<file path="src/rtl/uart_pkg.sv">
// Shared UART definitions: parity mode and serializer state encodings.
package uart_pkg;

  typedef enum logic [1:0] {
    PAR_NONE,
    PAR_ODD,
    PAR_EVEN
  } parity_e;

  typedef enum logic [2:0] {
    IDLE,
    START,
    DATA,
    PAR,
    STOP
  } ser_state_e;

  // data_xor is the XOR of all payload bits; odd parity inverts it.
  function automatic logic parity_bit(parity_e mode, logic data_xor);
    return (mode == PAR_ODD) ? ~data_xor : data_xor;
  endfunction

endpackage

</file>
<file path="src/rtl/sync_fifo.sv">
// Single-clock FIFO with registered full/empty/level and a synchronous flush.
module sync_fifo #(
  parameter int WIDTH = 8,
  parameter int DEPTH = 16
) (
  input  logic                     clk,
  input  logic                     rst_n,
  input  logic                     wr,
  input  logic [WIDTH-1:0]         wr_data,
  input  logic                     rd,
  output logic [WIDTH-1:0]         rd_data,
  input  logic                     flush,
  output logic                     full,
  output logic                     empty,
  output logic [$clog2(DEPTH):0]   level
);

  localparam int AW = $clog2(DEPTH);

  logic [WIDTH-1:0] mem_q [DEPTH];
  logic [AW-1:0]    wr_ptr_q;
  logic [AW-1:0]    rd_ptr_q;
  logic [AW:0]      level_q;
  logic [AW:0]      level_d;
  logic             full_q;
  logic             empty_q;
  logic             push;
  logic             pop;

  // A pop in the same cycle frees a slot, so a write at full still lands.
  assign pop  = rd && !empty_q;
  assign push = wr && !flush && (!full_q || pop);

  always_comb begin
    level_d = level_q;
    if (flush) begin
      level_d = '0;
    end else if (push && !pop) begin
      level_d = level_q + (AW+1)'(1);
    end else if (pop && !push) begin
      level_d = level_q - (AW+1)'(1);
    end
  end

  always_ff @(posedge clk or negedge rst_n) begin
    if (!rst_n) begin
      wr_ptr_q <= '0;
      rd_ptr_q <= '0;
      level_q  <= '0;
      full_q   <= 1'b0;
      empty_q  <= 1'b1;
    end else begin
      level_q <= level_d;
      full_q  <= (level_d == (AW+1)'(DEPTH));
      empty_q <= (level_d == '0);
      if (flush) begin
        wr_ptr_q <= '0;
        rd_ptr_q <= '0;
      end else begin
        if (push) wr_ptr_q <= wr_ptr_q + AW'(1);
        if (pop)  rd_ptr_q <= rd_ptr_q + AW'(1);
      end
    end
  end

  always_ff @(posedge clk) begin
    if (push) mem_q[wr_ptr_q] <= wr_data;
  end

  assign rd_data = mem_q[rd_ptr_q];
  assign full    = full_q;
  assign empty   = empty_q;
  assign level   = level_q;

endmodule

</file>
<file path="src/rtl/uart_txq.sv">
// Queued UART transmitter: FIFO in front of a start/data/parity/stop serializer.
module uart_txq
  import uart_pkg::*;
#(
  parameter int      CLOCK_HZ  = 100_000,
  parameter int      BAUD      = 1_000,
  parameter int      DATA_BITS = 8,
  parameter parity_e PARITY    = PAR_NONE,
  parameter int      STOP_BITS = 1,
  parameter int      DEPTH     = 16
) (
  input  logic                     clk,
  input  logic                     rst_n,
  input  logic                     wr,
  input  logic [DATA_BITS-1:0]     wr_data,
  input  logic                     flush,
  output logic                     full,
  output logic                     empty,
  output logic [$clog2(DEPTH):0]   level,
  output logic                     busy,
  output logic                     tx
);

  localparam int                 DIV        = CLOCK_HZ / BAUD;
  localparam int                 CNT_W      = $clog2(DIV);
  localparam logic [CNT_W-1:0]   CNT_RELOAD = CNT_W'(DIV - 1);
  localparam logic [3:0]         LAST_DATA  = 4'(DATA_BITS - 1);
  localparam logic [3:0]         LAST_STOP  = 4'(STOP_BITS - 1);

  ser_state_e             state_q;
  logic [CNT_W-1:0]       cnt_q;
  logic [3:0]             bit_q;
  logic [DATA_BITS-1:0]   shreg_q;
  logic                   par_q;
  logic                   tx_q;
  logic                   busy_q;
  logic [DATA_BITS-1:0]   head;
  logic                   bit_end;
  logic                   pop;

  assign bit_end = (cnt_q == '0);
  // Pop from IDLE, or at the end of the last stop bit for back-to-back frames.
  assign pop = !empty &&
               ((state_q == IDLE) ||
                (state_q == STOP && bit_end && bit_q == LAST_STOP));

  sync_fifo #(
    .WIDTH (DATA_BITS),
    .DEPTH (DEPTH)
  ) u_fifo (
    .clk     (clk),
    .rst_n   (rst_n),
    .wr      (wr),
    .wr_data (wr_data),
    .rd      (pop),
    .rd_data (head),
    .flush   (flush),
    .full    (full),
    .empty   (empty),
    .level   (level)
  );

  always_ff @(posedge clk or negedge rst_n) begin
    if (!rst_n) begin
      state_q <= IDLE;
      cnt_q   <= '0;
      bit_q   <= '0;
      shreg_q <= '0;
      par_q   <= 1'b0;
      tx_q    <= 1'b1;
      busy_q  <= 1'b0;
    end else if (pop) begin
      state_q <= START;
      cnt_q   <= CNT_RELOAD;
      bit_q   <= '0;
      shreg_q <= head;
      par_q   <= parity_bit(PARITY, ^head);
      tx_q    <= 1'b0;
      busy_q  <= 1'b1;
    end else if (state_q != IDLE && !bit_end) begin
      cnt_q <= cnt_q - CNT_W'(1);
    end else begin
      case (state_q)
        IDLE: ;
        START: begin
          state_q <= DATA;
          cnt_q   <= CNT_RELOAD;
          tx_q    <= shreg_q[0];
          shreg_q <= shreg_q >> 1;
        end
        DATA: begin
          cnt_q <= CNT_RELOAD;
          if (bit_q == LAST_DATA) begin
            bit_q <= '0;
            if (PARITY == PAR_NONE) begin
              state_q <= STOP;
              tx_q    <= 1'b1;
            end else begin
              state_q <= PAR;
              tx_q    <= par_q;
            end
          end else begin
            bit_q   <= bit_q + 4'd1;
            tx_q    <= shreg_q[0];
            shreg_q <= shreg_q >> 1;
          end
        end
        PAR: begin
          state_q <= STOP;
          cnt_q   <= CNT_RELOAD;
          bit_q   <= '0;
          tx_q    <= 1'b1;
        end
        STOP: begin
          cnt_q <= CNT_RELOAD;
          if (bit_q == LAST_STOP) begin
            state_q <= IDLE;
            busy_q  <= 1'b0;
          end else begin
            bit_q <= bit_q + 4'd1;
          end
        end
        default: begin
          state_q <= IDLE;
          tx_q    <= 1'b1;
          busy_q  <= 1'b0;
        end
      endcase
    end
  end

  assign tx   = tx_q;
  assign busy = busy_q;

endmodule
</file>
<file path="config.mk">
export PLATFORM = sky130hd
export DESIGN_NAME = uart_txq
export DESIGN_NICKNAME = d
export VERILOG_FILES = /design/src/rtl/uart_pkg.sv /design/src/rtl/sync_fifo.sv /design/src/rtl/uart_txq.sv
export SDC_FILE = /design/constraint.sdc
export NUM_CORES = 1
export LEC_CHECK = 0
export ABC_AREA = 1
export BUFFER_PORTS_ARGS = -buffer_cell sky130_fd_sc_hd__buf_2
export CORE_MARGIN = 10
export CORE_UTILIZATION = 50
export CTS_BUF_LIST = sky130_fd_sc_hd__clkbuf_4
export CTS_CLUSTER_SIZE = 16
export DETAILED_ROUTE_END_ITERATION = 7
export HOLD_SLACK_MARGIN = 0.03
export MAX_ROUTING_LAYER = met4
export PLACE_DENSITY = 0.66
export SYNTH_ARGS = -nofsm -noshare
export SYNTH_HDL_FRONTEND = slang
export SYNTH_SLANG_ARGS = --single-unit
</file>
<file path="constraint.sdc">
create_clock -name clk -period 4.7 [get_ports clk]
set_input_delay 0.235 -clock clk [delete_from_list [all_inputs] [get_ports clk]]
set_output_delay 0.235 -clock clk [all_outputs]
set_load 0.05 [all_outputs]
</file>
# Word level (Yosys, flattened, before mapping)

Memories as Yosys holds them, arrays and structs flattened.
Cells that the tools add are included.
W data, S select, Z words.

RAM bits: 128
Bits of input ports: 12
Memories: 1
Logic and storage cells: 101
Output and inout bits: 9
Flip-flop bits (word level): 39

Memory list:

| name         | depth | width | read ports | clocked after Yosys merged registers in | write ports | line            | text |
|---|---|---|---|---|---|---|---|
| u_fifo.mem_q | 16    | 8     | 1          | 0                                       | 1           | sync_fifo.sv:20 | `logic [WIDTH-1:0] mem_q [DEPTH];` |

Eq/ne operators: 14
Add/sub/neg operators: 6
Muxes and demuxes: 34
Reduce and logical (&&, ||, !) cells: 35

Operators with widths:

| kind                  | count |
|---|---|
| $mux W4               | 8 |
| $mux W8               | 3 |
| $mux W7               | 3 |
| $pmux W8 S2           | 1 |
| $mux W5               | 3 |
| $pmux W3 S5           | 1 |
| $add A4 B1 Y4 const B | 3 |
| $mux W3               | 4 |
| $pmux W4 S3           | 1 |
| $logic_and A1 B1 Y1   | 9 |
| $ne A3 B2 Y1 const B  | 3 |
| $reduce_and A3 Y1     | 3 |
| $reduce_bool A3 Y1    | 3 |
| $mux W1               | 8 |
| $ne A2 B1 Y1 const B  | 4 |
| $reduce_or A4 Y1      | 2 |
| $logic_not A7 Y1      | 1 |
| $sub A7 B1 Y7 const B | 1 |
| $eq A3 B2 Y1 const B  | 2 |
| $logic_not A1 Y1      | 6 |
| $add A5 B1 Y5 const B | 1 |
| $eq A5 B5 Y1 const B  | 1 |
| $logic_not A5 Y1      | 1 |
| $sub A5 B1 Y5 const B | 1 |
| 14 further kinds      | 16 |

# Logic depth before layout (Yosys ltp)

Word-level depth: 14
Mapped depth: 14
Mapped depth without buffers: 14

# By module

From an unflattened synthesis, not the netlist that was laid out.

Cell total of the unflattened synthesis: 675
Area total of the unflattened synthesis: 7,439.6 µm²

Modules (own cells, without submodules):

| module    | seq. area each (µm²) | area an instance (µm²) | instances | cells each |
|---|---|---|---|---|
| sync_fifo | 4,220.3              | 5,995.8                | 1         | 490 |
| uart_txq  | 601.8                | 1,443.9                | 1         | 185 |

# Least setup slack after synthesis

No wires, ideal clock.

Path type: register to register
From: reg cnt_q[0]
To: mem u_fifo.mem_q[3][0] (enable)
Required time: 4.330 ns
Arrival time: 1.908 ns
Setup slack: 2.422 ns
Period minus slack after synthesis: 2.278 ns
Buffers on the path: 0
Library setup time: 0.370 ns
Cell stages (with the launch flop): 11
Path through: dfrtp_1 -> inv_1 -> ha_1 -> inv_1 -> nor3_4 -> nand2_2 -> nand2_4 -> nand3_4 -> a21oi_4 -> nand2_1 -> nor2_1

Longest elaborated chain between the ends: 10

RTL lines:

| item                              | line            | text |
|---|---|---|
| start, declared                   | uart_txq.sv:31  | `logic [CNT_W-1:0] cnt_q;` |
| start signal, assigned            | uart_txq.sv:81  | `cnt_q <= cnt_q - CNT_W'(1);` |
| $logic_not A7 Y1                  | uart_txq.sv:41  | `assign bit_end = (cnt_q == '0);` |
| $logic_and A1 B1 Y1 (2 in series) | uart_txq.sv:45  | `(state_q == STOP && bit_end && bit_q == LAST_STOP));` |
| $logic_or A1 B1 Y1                | uart_txq.sv:44  | `((state_q == IDLE) \|\|` |
| $logic_and A1 B1 Y1               | uart_txq.sv:43  | `assign pop = !empty &&` |
| $logic_and A1 B1 Y1               | sync_fifo.sv:31 | `assign pop = rd && !empty_q;` |
| $logic_or A1 B1 Y1                | sync_fifo.sv:32 | `assign push = wr && !flush && (!full_q \|\| pop);` |
| $logic_and A1 B1 Y1               | sync_fifo.sv:32 |  |
| $mux W1                           | sync_fifo.sv:67 | `if (push) mem_q[wr_ptr_q] <= wr_data;` |
| $mux W1 (not written as such)     | sync_fifo.sv:67 |  |
| end, declared                     | sync_fifo.sv:20 |  |

Every way passes these cells.

# Worst setup path in the final report

From: reg cnt_q[0]
To: mem u_fifo.mem_q[0][6] (enable)

The elaborated chain is that of the path after synthesis.

==> impl_metrics.py <==
metrics = {
    "worst_hold_path": {
        "hold_class": "in2reg",
        "min_from": "wr_data[3]",
    },
    "detailed_routing": {
        "drt-initial-drc-count": 511,
        "drc": 0,
        "finalWirelength_mm": 16.3,
        "routedWlPerCell_um": 18.8,
        "drt-pass1-iter-count": 4,
        "vias": 5042,
        "postRouteAntennaNets": 0,
        "vias_per_cell": 5.79,
    },
    "synth": {
        "synth_edf_count": 128,
        "synth_async_sr_flop_share_pct": 23.4,
        "ys_ff_latch": 167,
        "syn_area_per_cell_um2": 11.1,
        "netlist.area_leader.share_pct": 52.6,
        "netlist_instances": 658,
        "syn_area_um2": 7310,
        "syn_nets": 680,
        "synth_seq_area_share_pct": 66.0,
        "yosysWarnings": 0,
        "synth.distinct_cells": 43,
        "synth_ff_type": "edfxtp_1",
        "synth_top_area_cell": "edfxtp_1",
        "yosys-top-cells-area": "edfxtp_1, dfrtp_1, o21ai_0",
    },
    "worst_setup_path": {
        "cp-startpoint": "cnt_q[0]$_DFFE_PN0P_",
        "cp_max_fo": 24,
        "worstSetupEndpointType": "flop",
        "r2r-start": "cnt_q[0]$_DFFE_PN0P_",
        "crit_slowest_cell": "nor2_1",
        "cpMostUsedCell": "inv_1",
        "slowest_delay_ps": 680,
        "crit_arrival_ps": 3250,
        "required_ps": 4910,
        "critical_path_class": "reg2reg",
        "cp-start-kind": "flop",
        "cp_cell_sequence": "inv_1 > ha_1 > inv_1 > nor3_4 > nand2_2 > nand2_4 > nand3_4 > a21oi_4 > nand2_1 > nor2_1",
    },
    "layout": {
        "fillers": 1247,
        "mostFrequentLayoutCell": "edfxtp_1",
        "multi_input_area_um2": 2200,
        "drive_gt1_share_pct": 10.9,
        "layout_common_cells": "edfxtp_1, nand2_1, nor2_1",
        "regArea_um2": 4820,
        "layout.nets": 696,
        "area_delta_synth_final_pct": 7.12,
        "num_antenna_cells": 0,
    },
    "place": {
        "place_hpwl_mm": 10.5,
        "pre_cts_ws_ps": 1670,
        "gp_congestion": 0.888,
        "portBuffers": 20,
    },
    "timing": {
        "final_max_slew_viol_count": 0,
        "clock_skew_ps": 22.1,
        "finalSetupViolCount": 0,
        "setup_ws_ps": 1670,
        "fmax_mhz": 330,
        "setup-tns-final_ps": 0,
        "worstMarginPinSlew_ps": 1110,
        "fin_crit_sh_pct": 64.6,
        "hold_violations": 0,
        "slew_headroom_pct": 25.9,
        "post-route-min-period_ps": 3030,
        "rsz0062_at_grt": "false",
    },
    "floorplan": {
        "die_h_um": 141,
        "fp.dieArea_um2": 19900,
        "core-area_um2": 14400,
        "die_w_um": 141,
        "rows": 44,
        "floorplan.initialDensity_pct": 50.7,
        "pin_count": 21,
    },
    "clock_network": {
        "cts_htree_levels": 4,
        "insertion_delay_ps": 580,
        "cts.sinks": 167,
        "cts_setup_buffers": 0,
        "cts.clk_slew.worst_paths_ps": 150,
        "cts_tree": "built",
        "cts-root-buf": "clkbuf_4",
        "hold_buffers": 2,
        "cts_buffers": 17,
        "clock_path_buffers": 2,
        "cts_resized": 0,
    },
    "power_and_ir_drop": {
        "leakage_nw": 2.92,
        "irDropWorstVdd_mv": 0.325,
        "p_per_area_nw_per_um2": 528,
        "totalPowerFinal_mw": 4.14,
    },
    "global_routing": {
        "grt_max_degree": 68,
        "grt_pass1_wl_mm": 26.5,
        "antenna_found_initial": 0,
        "grt_pass1_vias": 5010,
        "grtUsageTotal_pct": 17.4,
        "grt_overflow": 0,
    },
    "flow_run": {
        "maxCapViolCount": 0,
    },
    "status": {
        "status": "completed",
    },
}
layout make-up:
| cell class | count | share of cell area (%) |
|---|---|---|
| flip-flops and latches | 167 | 61.6 |
| inverters | 44 | 2.16 |
| multi-input cells | 419 | 28.0 |
| clock buffers | 19 | 1.82 |
| well taps | 184 | 2.94 |
| repair buffers | 25 | 1.85 |
| clock inverters | 13 | 1.57 |
kinds of logic after synthesis:
| kind of cell | share of synthesized area, % |
|---|---|
| AOI/OAI and AO/OA | 12.5 |
| xor gates and xnor gates | 1.08 |
| adders and majority gates | 1.71 |
| buffers and inverters | 3.97 |
| DFF | 66.0 |
| and+or+nand+nor | 14.8 |
critical path: cells and delay by family (launching register included):
family | cells | cell delay (ps)
and+or+nand+nor | 6 | 1580
AOI/OAI and AO/OA | 1 | 340
DFF | 1 | 390
adders and majority gates | 1 | 180
buffers and inverters | 2 | 180
power by group:
part / switching (mW) / leakage [nW] / internal, mW
registers: 0.170 / 1.64 / 1.72
clock network: 0.515 / 0.138 / 0.280
logic: 0.995 / 1.14 / 0.452
sequential cells by signal (all words and copies together), names as in the netlist:
name	count
state_q	3
bit_q	4
u_fifo.mem_q	128
u_fifo.empty	1
cnt_q	7
u_fifo.level	5
busy	1
u_fifo.rd_ptr_q	4
u_fifo.wr_ptr_q	4
u_fifo.full	1
tx	1
shreg_q	8
layer usage:
| metal | wire [um] | track usage, % | share of wire, % |
|---|---|---|---|
| met5 | 0 | - | 0 |
| met4 | 288 | 6.90 | 1.8 |
| met3 | 995 | 3.76 | 6.1 |
| met1 | 7390 | 22.3 | 45 |
| met2 | 7680 | 26.5 | 47 |
synthesized netlist by cell type, drive strengths merged (16+ instances only):
cell type and instances:
clkbuf 18, o21ai 96, o221ai 16, a21oi 21
nor2 98, nand2 101, nand3 30, dfrtp 37
inv 41, edfxtp 128
final timing paths:
check / cells past startpoint / end / slack [ps]
hold reg to reg: 2 / cnt_q[6]$_DFFE_PN0P_ / 500
min in group asynchronous: 2 / u_fifo.rd_ptr_q[3]$_DFFE_PN0P_ / 300
max in group asynchronous: 2 / u_fifo.rd_ptr_q[0]$_DFFE_PN0P_ / 3780
hold / removal: 1 / u_fifo.mem_q[3][3]$_DFFE_PP_ / 60
setup reg to reg: 10 / u_fifo.mem_q[0][6]$_DFFE_PP_ / 1670
setup / recovery: 10 / u_fifo.mem_q[0][6]$_DFFE_PP_ / 1670
per-stage QoR:
step	std cells	hold slack, ps	util [%]	instance area (um^2)
after floorplan	658	-60.6	-	7310
after global placement	836	398	52.2	7530
after detailed placement	836	414	52.2	7530
after CTS	870	31.8	54.2	7820
after global routing	871	34.8	54.3	7830
final	871	63.9	54.3	7830
No activity file was read; power rests on OpenSTA's default activity.
